**src/rtl/mem_stage_sram_ctrl_pkg.sv**
```systemverilog
// rtl/mem_stage_sram_ctrl_pkg.sv - shared MEM-stage SRAM controller types and defaults
package mem_stage_sram_ctrl_pkg;

   typedef enum logic [1:0] {
      ST_IDLE = 2'd0,
      ST_LO   = 2'd1,
      ST_HI   = 2'd2,
      ST_DONE = 2'd3
   } mem_state_t;

   localparam logic [31:0] BASE_ADDR_DEFAULT   = 32'd1024;
   localparam int          WAIT_CYCLES_DEFAULT = 1;
   localparam int          SRAM_AW_DEFAULT     = 18;

endpackage

```
**src/rtl/mem_stage_sram_ctrl_if.sv**
```systemverilog
// rtl/mem_stage_sram_ctrl_if.sv - external 16-bit SRAM pad bus
interface mem_stage_sram_ctrl_if
   import mem_stage_sram_ctrl_pkg::*;
#(
   parameter int SRAM_AW = SRAM_AW_DEFAULT
);
   logic [SRAM_AW-1:0] SRAM_ADDR;
   logic [15:0]        SRAM_DQ_out;
   logic               SRAM_DQ_oe;
   logic [15:0]        SRAM_DQ_in;
   logic               SRAM_WE_N;
   logic               SRAM_OE_N;

   modport master (
      output SRAM_ADDR, SRAM_DQ_out, SRAM_DQ_oe, SRAM_WE_N, SRAM_OE_N,
      input  SRAM_DQ_in
   );

   modport slave (
      input  SRAM_ADDR, SRAM_DQ_out, SRAM_DQ_oe, SRAM_WE_N, SRAM_OE_N,
      output SRAM_DQ_in
   );
endinterface

```
**src/rtl/mem_stage_sram_ctrl_sram_wait_counter.sv**
```systemverilog
// rtl/mem_stage_sram_ctrl_sram_wait_counter.sv - 0..MAX wait counter with last flag
module sram_wait_counter #(
   parameter int MAX = 1,
   parameter int W   = 1
) (
   input  logic         clk,
   input  logic         rst,
   input  logic         clr,
   input  logic         en,
   output logic [W-1:0] count,
   output logic [W-1:0] count_nxt,
   output logic         last
);
   localparam logic [W-1:0] CNT_MAX = W'(MAX);

   assign last = (count == CNT_MAX);

   // count_nxt is exported so the owner can register outputs for the coming cycle
   always_comb begin
      count_nxt = count;
      if (clr)
         count_nxt = '0;
      else if (en)
         count_nxt = last ? '0 : count + W'(1);
   end

   always_ff @(posedge clk) begin
      if (rst)
         count <= '0;
      else
         count <= count_nxt;
   end
endmodule

```
**src/rtl/mem_stage_sram_ctrl.sv**
```systemverilog
// rtl/mem_stage_sram_ctrl.sv - MEM-stage 32-bit access over a 16-bit SRAM, two half-word transfers
module mem_stage_sram_ctrl
   import mem_stage_sram_ctrl_pkg::*;
#(
   parameter logic [31:0] BASE_ADDR   = BASE_ADDR_DEFAULT,
   parameter int          WAIT_CYCLES = WAIT_CYCLES_DEFAULT,
   parameter int          SRAM_AW     = SRAM_AW_DEFAULT
) (
   input  logic                  clk,
   input  logic                  rst,
   input  logic                  MEM_R_En,
   input  logic                  MEM_W_En,
   input  logic [31:0]           ALU_result,
   input  logic [31:0]           ST_val,
   output logic [31:0]           read_data,
   output logic                  ready,
   mem_stage_sram_ctrl_if.master sram
);
   localparam int CW = (WAIT_CYCLES < 1) ? 1 : $clog2(WAIT_CYCLES + 1);
   localparam logic [CW-1:0] CNT_MAX = CW'(WAIT_CYCLES);

   mem_state_t         state_q, state_n;
   logic [SRAM_AW-2:0] word_q, word_in, word_s;
   logic [31:0]        data_q, data_s, off;
   logic               wr_q, wr_s, req;
   logic               cnt_clr, cnt_en, cnt_last;
   logic [CW-1:0]      cnt, cnt_nxt;
   logic               active_n, half_n, last_n, xfer_q;

   assign req     = MEM_R_En | MEM_W_En;
   assign off     = ALU_result - BASE_ADDR;
   assign word_in = (SRAM_AW-1)'(off >> 2);

   sram_wait_counter #(.MAX(WAIT_CYCLES), .W(CW)) u_wait (
      .clk       (clk),
      .rst       (rst),
      .clr       (cnt_clr),
      .en        (cnt_en),
      .count     (cnt),
      .count_nxt (cnt_nxt),
      .last      (cnt_last)
   );

   always_comb begin
      state_n = state_q;
      ready   = 1'b1;
      cnt_clr = 1'b0;
      cnt_en  = 1'b0;
      case (state_q)
         ST_IDLE: begin
            ready   = ~req;
            cnt_clr = 1'b1;
            if (req)
               state_n = ST_LO;
         end
         ST_LO: begin
            ready  = 1'b0;
            cnt_en = 1'b1;
            if (cnt_last)
               state_n = ST_HI;
         end
         ST_HI: begin
            ready  = 1'b0;
            cnt_en = 1'b1;
            if (cnt_last)
               state_n = ST_DONE;
         end
         ST_DONE: begin
            cnt_clr = 1'b1;
            state_n = ST_IDLE;
         end
         default: state_n = ST_IDLE;
      endcase
   end

   // Pads are registered from the coming cycle's state, so the first LO cycle uses live inputs
   always_comb begin
      word_s   = (state_q == ST_IDLE) ? word_in  : word_q;
      data_s   = (state_q == ST_IDLE) ? ST_val   : data_q;
      wr_s     = (state_q == ST_IDLE) ? MEM_W_En : wr_q;
      active_n = (state_n == ST_LO) || (state_n == ST_HI);
      half_n   = (state_n == ST_HI);
      last_n   = (cnt_nxt == CNT_MAX);
      xfer_q   = (state_q == ST_LO) || (state_q == ST_HI);
   end

   always_ff @(posedge clk) begin
      if (rst) begin
         state_q          <= ST_IDLE;
         word_q           <= '0;
         data_q           <= '0;
         wr_q             <= 1'b0;
         read_data        <= '0;
         sram.SRAM_ADDR   <= '0;
         sram.SRAM_DQ_out <= '0;
         sram.SRAM_DQ_oe  <= 1'b0;
         sram.SRAM_WE_N   <= 1'b1;
         sram.SRAM_OE_N   <= 1'b1;
      end else begin
         state_q <= state_n;
         if (state_q == ST_IDLE && req) begin
            word_q <= word_in;
            data_q <= ST_val;
            wr_q   <= MEM_W_En;
         end
         if (active_n) begin
            sram.SRAM_ADDR <= {word_s, half_n};
            if (wr_s)
               sram.SRAM_DQ_out <= half_n ? data_s[31:16] : data_s[15:0];
         end
         sram.SRAM_DQ_oe <= active_n & wr_s;
         sram.SRAM_WE_N  <= ~(active_n & wr_s & ~last_n);
         sram.SRAM_OE_N  <= ~(active_n & ~wr_s);
         if (xfer_q && cnt_last && !wr_q) begin
            if (state_q == ST_LO)
               read_data[15:0]  <= sram.SRAM_DQ_in;
            else
               read_data[31:16] <= sram.SRAM_DQ_in;
         end
      end
   end
endmodule
```
**src/flat_wrapper.sv**
```systemverilog
// flat-port wrapper written by rule: the top's interface ports become plain ports
module mem_stage_sram_ctrl_flat import mem_stage_sram_ctrl_pkg::*;
#(
   parameter logic [31:0] BASE_ADDR   = BASE_ADDR_DEFAULT,
   parameter int          WAIT_CYCLES = WAIT_CYCLES_DEFAULT,
   parameter int          SRAM_AW     = SRAM_AW_DEFAULT
)
  (clk, rst, MEM_R_En, MEM_W_En, ALU_result, ST_val, read_data, ready, sram_SRAM_ADDR, sram_SRAM_DQ_out, sram_SRAM_DQ_oe, sram_SRAM_WE_N, sram_SRAM_OE_N, sram_SRAM_DQ_in);
  mem_stage_sram_ctrl_if #(.SRAM_AW(SRAM_AW)) sram_i ();
  input  logic clk;
  input  logic rst;
  input  logic MEM_R_En;
  input  logic MEM_W_En;
  input  logic [31:0] ALU_result;
  input  logic [31:0] ST_val;
  output logic [31:0] read_data;
  output logic ready;
  output wire logic [$bits(sram_i.SRAM_ADDR)-1:0] sram_SRAM_ADDR;
  output wire logic [$bits(sram_i.SRAM_DQ_out)-1:0] sram_SRAM_DQ_out;
  output wire logic [$bits(sram_i.SRAM_DQ_oe)-1:0] sram_SRAM_DQ_oe;
  output wire logic [$bits(sram_i.SRAM_WE_N)-1:0] sram_SRAM_WE_N;
  output wire logic [$bits(sram_i.SRAM_OE_N)-1:0] sram_SRAM_OE_N;
  input wire logic [$bits(sram_i.SRAM_DQ_in)-1:0] sram_SRAM_DQ_in;
  assign sram_SRAM_ADDR = sram_i.SRAM_ADDR;
  assign sram_SRAM_DQ_out = sram_i.SRAM_DQ_out;
  assign sram_SRAM_DQ_oe = sram_i.SRAM_DQ_oe;
  assign sram_SRAM_WE_N = sram_i.SRAM_WE_N;
  assign sram_SRAM_OE_N = sram_i.SRAM_OE_N;
  assign sram_i.SRAM_DQ_in = sram_SRAM_DQ_in;
  mem_stage_sram_ctrl #(.BASE_ADDR(BASE_ADDR), .WAIT_CYCLES(WAIT_CYCLES), .SRAM_AW(SRAM_AW)) u_core (.clk(clk), .rst(rst), .MEM_R_En(MEM_R_En), .MEM_W_En(MEM_W_En), .ALU_result(ALU_result), .ST_val(ST_val), .read_data(read_data), .ready(ready), .sram(sram_i));
endmodule
```
**config.mk**
```make
export PLATFORM = sky130hd
export DESIGN_NAME = mem_stage_sram_ctrl_flat
export DESIGN_NICKNAME = d
export VERILOG_FILES = /design/src/rtl/mem_stage_sram_ctrl_pkg.sv /design/src/rtl/mem_stage_sram_ctrl_if.sv /design/src/rtl/mem_stage_sram_ctrl_sram_wait_counter.sv /design/src/rtl/mem_stage_sram_ctrl.sv /design/src/flat_wrapper.sv
export SDC_FILE = /design/constraint.sdc
export NUM_CORES = 1
export LEC_CHECK = 0
export CAP_MARGIN = 20
export CORE_UTILIZATION = 47
export CTS_CLUSTER_DIAMETER = 100
export CTS_CLUSTER_SIZE = 20
export DETAILED_ROUTE_END_ITERATION = 16
export HOLD_SLACK_MARGIN = 0.05
export MAX_ROUTING_LAYER = met4
export PLACE_DENSITY = 0.82
export SLEW_MARGIN = 20
export SYNTH_ARGS = -nofsm -noshare
export SYNTH_HDL_FRONTEND = slang
export SYNTH_SLANG_ARGS = --single-unit
export TNS_END_PERCENT = 20
```
**constraint.sdc**
```tcl
create_clock -name clk -period 3.8 [get_ports clk]
set_input_delay 0.57 -clock clk [delete_from_list [all_inputs] [get_ports clk]]
set_output_delay 0.57 -clock clk [all_outputs]
set_load 0.03 [all_outputs]
```
==> out/metrics.cfg, run 1 <==
[clock_tree]
cts_buffers=17
cts_tree=done
ctsResizeCount=0
clockRootBuffer=clkbuf_8
holdBufCountCts=0
cts_max_path_buffers=2
clk_latency_ns=0.51
post_cts_buffers=0
cts.htree.levels=4
cts.sinks=122
clk_pin_slew_worst_paths_ns=0.05

[logic_synthesis]
synth_seq_cells=122
syn_area_um2=5010
synth.distinct_cells=37
ys_warn_count=0
synth_top_area_share_pct=48.7
yosysTopAreaCell=dfxtp_1
ys_top_cells_by_area=dfxtp_1 (49%), nand2_1 (14%), a21oi_1 (11%)
syn-num-nets=684
avgSynthCellArea_um2=8.45
synth_seq_area_share_pct=48.7
syn_inst=593

[power]
total_leakage_power_nw=2.62
comb_power_share_pct=21.1
vdd_drop_max_v=0.000262
p_switching_mw=1.08
powerDensity_nw_per_um2=544
p_int_mw=2.76
clkPwrFrac_pct=41.1
design_power_total_mw=3.84
swShare_pct=28.1
seqPwrFrac_pct=37.8

[final_layout]
drive_gt1_share_pct=9.07
areaGrowthSynthToFinish_pct=40.6
area.sequential_um2=2440
multi_input_area_um2=2380
nFillCells=806
diodes=0
finalNetCount=806

[place]
port_buffers=138
dpl.hpwl_um=8000
dp_slack_ns=0.819
gp_congestion=0.774

[grt]
overflow=0
grt_max_degree=93
antenna_found_initial=0
grtUsageTotal_pct=23.7
grt_pass1_wl_um=20100
grt_pass1_vias=4289

[critical_path]
max_stage_delay_ns=0.71
path_max_fanout=19
cp.required_ns=3.23
critPathLaunchType=flop
r2r_start=u_core.state_q[0]$_SDFF_PP0_
crit_path_end_kind=output pin
cp_data_arrival_time_ns=2.82
cpMaxStageDelayCell=clkdlybuf4s50_1
cpMostUsedCell=inv_1
critical_path_class=flop to output pin
crit_chain=inv_1, ha_2, inv_1, a21oi_1, clkdlybuf4s50_1
startpoint=u_core.state_q[0]$_SDFF_PP0_

[floorplanning]
ios=154
rows=37
coreArea_um2=10300
initial_utilization_pct=48.6
dieArea_um2=11100
die_h_um=105
die_w_um=105

[timing]
finalSetupViolations=0
post-route-period-util_pct=89.2
timing.setup.tns_ns=0
slew_headroom_pct=31.5
rsz0062_at_grt=false
finalHoldViolCount=0
worstMarginPinSlew_ns=1.02
fin_crit_ns=3.39
slew_violations=0
setup_ws_ns=0.411
max_freq_mhz=295
skew_ns=0.0106

[routing]
dr.pass1.iters=4
drt-total-wl_um=12300
vias=4478
drt_iter0_drc=199
viasPerCell=5.18
wl_per_cell_um=14.2
drc=0
ant_nets=0

[hold_path]
hp-class=flop to flop
hp-start=u_core.data_q[25]$_SDFFE_PP0P_

[outcome]
status=complete, no violations

[flow_run]
maxCapViolations=0

placed cells by master (no fill, tap or decap), drive strengths merged:
| cell | count |
|---|---|
| dfxtp | 122 |
| o32ai | 1 |
| nand2 | 183 |
| o21ai | 3 |
| ha | 7 |
| o22ai | 2 |
| a22oi | 1 |
| o21a | 2 |
| or4 | 2 |
| inv | 6 |
| nand3b | 1 |
| or2 | 1 |
| nor2 | 44 |
| mux4 | 16 |
| mux2i | 10 |
| a21oi | 108 |
| nor3 | 8 |
| or3b | 1 |
| a211o | 2 |
| clkinvlp | 2 |
| clkinv | 6 |
| and3b | 1 |
| a21o | 1 |
| nor2b | 2 |
| clkdlybuf4s50 | 137 |
| or3 | 1 |
| xnor2 | 5 |
| bufinv | 3 |
| nor3b | 5 |
| clkbuf | 21 |
| buf | 10 |
| nor4 | 2 |
| a211oi | 10 |
| o31ai | 2 |
cell usage after synthesis:
library cell  count
nor4_4            2
buf_4             1
or4_4             1
a211oi_2          2
ha_1              7
nor3_1            8
clkbuf_1         26
xnor2_1           5
or2_2             1
a21o_1            1
o22ai_1           2
o21a_1            2
nand2_1         183
or3b_2            1
clkbuf_2          2
nor2b_1           2
nor2_1           44
mux4_2           16
dfxtp_1         122
mux2i_1          10
or3_1             1
a22oi_1           1
a211o_1           2
nor3b_1           4
o32ai_1           1
and3b_1           1
a211oi_1          8
nand3b_1          1
o31ai_1           2
a21oi_1         108
buf_1             3
o21ai_1           1
o21ai_0           2
buf_2            12
or4_1             1
inv_1             6
nor3b_2           1
state kept, by name, indices dropped and copies added, names as in the netlist:
signal / flops
u_core.sram.SRAM_OE_N: 1
u_core.word_q: 17
u_core.sram.SRAM_WE_N: 1
u_core.data_q: 32
u_core.state_q: 2
u_core.sram.SRAM_ADDR: 18
u_core.wr_q: 1
u_core.sram.SRAM_DQ_oe: 1
u_core.u_wait.count: 1
u_core.read_data: 32
u_core.sram.SRAM_DQ_out: 16
metal layers:
metal / vias to the layer above / wire length, um / GRT usage (%)
li1: 2240 / - / -
met1: 2067 / 5200 / 28.4
met4: 0 / 172 / 8.85
met3: 17 / 960 / 7.79
met5: - / 0 / -
met2: 154 / 5980 / 37.2
power by group through the flow:
stage / Sequential, mW / Clock, mW / Combinational, mW
2_1_floorplan: 1.58 / 0 / 0.413
5_1_grt: 1.46 / 1.67 / 0.881
6_report: 1.45 / 1.58 / 0.811
4_1_cts: 1.45 / 1.60 / 0.818
3_3_place_gp: 1.47 / 0 / 0.794
3_5_place_dp: 1.48 / 0 / 0.810
cell type report:
class	instances	area share, %
Timing Repair Buffer	147	20.5
Clock inverter	11	2.08
Tap cell	136	2.41
Inverter	6	0.319
Multi-Input combinational cell	421	33.8
Clock buffer	21	6.23
Sequential cell	122	34.6
kinds of logic (layout without fill, tap and decap cells):
family	Yosys count	count (layout)	synth area share, %
AO/OA/AOI/OAI	132	132	14.4
XOR/XNOR	5	5	0.873
adder cells (fa/ha/maj)	7	7	1.75
buffers and inverters	50	185	4.17
flip-flops	122	122	48.7
multiplexers	26	26	9.18
AND/OR/NAND/NOR	251	251	20.9
worst paths after layout:
kind                                            endpoint  slack (ns)  cells after the start
setup / recovery                                   ready        0.41                      5
hold / removal            u_core.data_q[25]$_SDFFE_PP0P_        0.45                      2
hold reg to reg           u_core.data_q[25]$_SDFFE_PP0P_        0.45                      2
setup reg to reg  u_core.sram.SRAM_ADDR[17]$_SDFFE_PP0P_        0.83                      9
worst max-delay path: cells and delay by family (launching register included):
family / cells / cell delay, ns
buffers and inverters: 3 / 1.12
AO/OA/AOI/OAI: 1 / 0.28
adder cells (fa/ha/maj): 1 / 0.58
flip-flops: 1 / 0.33
through the flow:
stage	instance area (um^2)	utilization, %	std cells	hold slack (ns)
after floorplan	5010	-	593	0.433
after global placement	6460	62.6	832	0.438
after detailed placement	6460	62.6	832	0.446
after CTS	7050	68.3	864	0.454
after global routing	7050	68.3	864	0.475
final	7050	68.3	864	0.452
Note: power is estimated with default switching activity, not from simulation.
==> inputs of run 2 (changes only) <==
- CTS_CLUSTER_SIZE: 20 -> unset
==> results of run 2 <==
Final layout, timing and power as in run 1 (identical DEF).
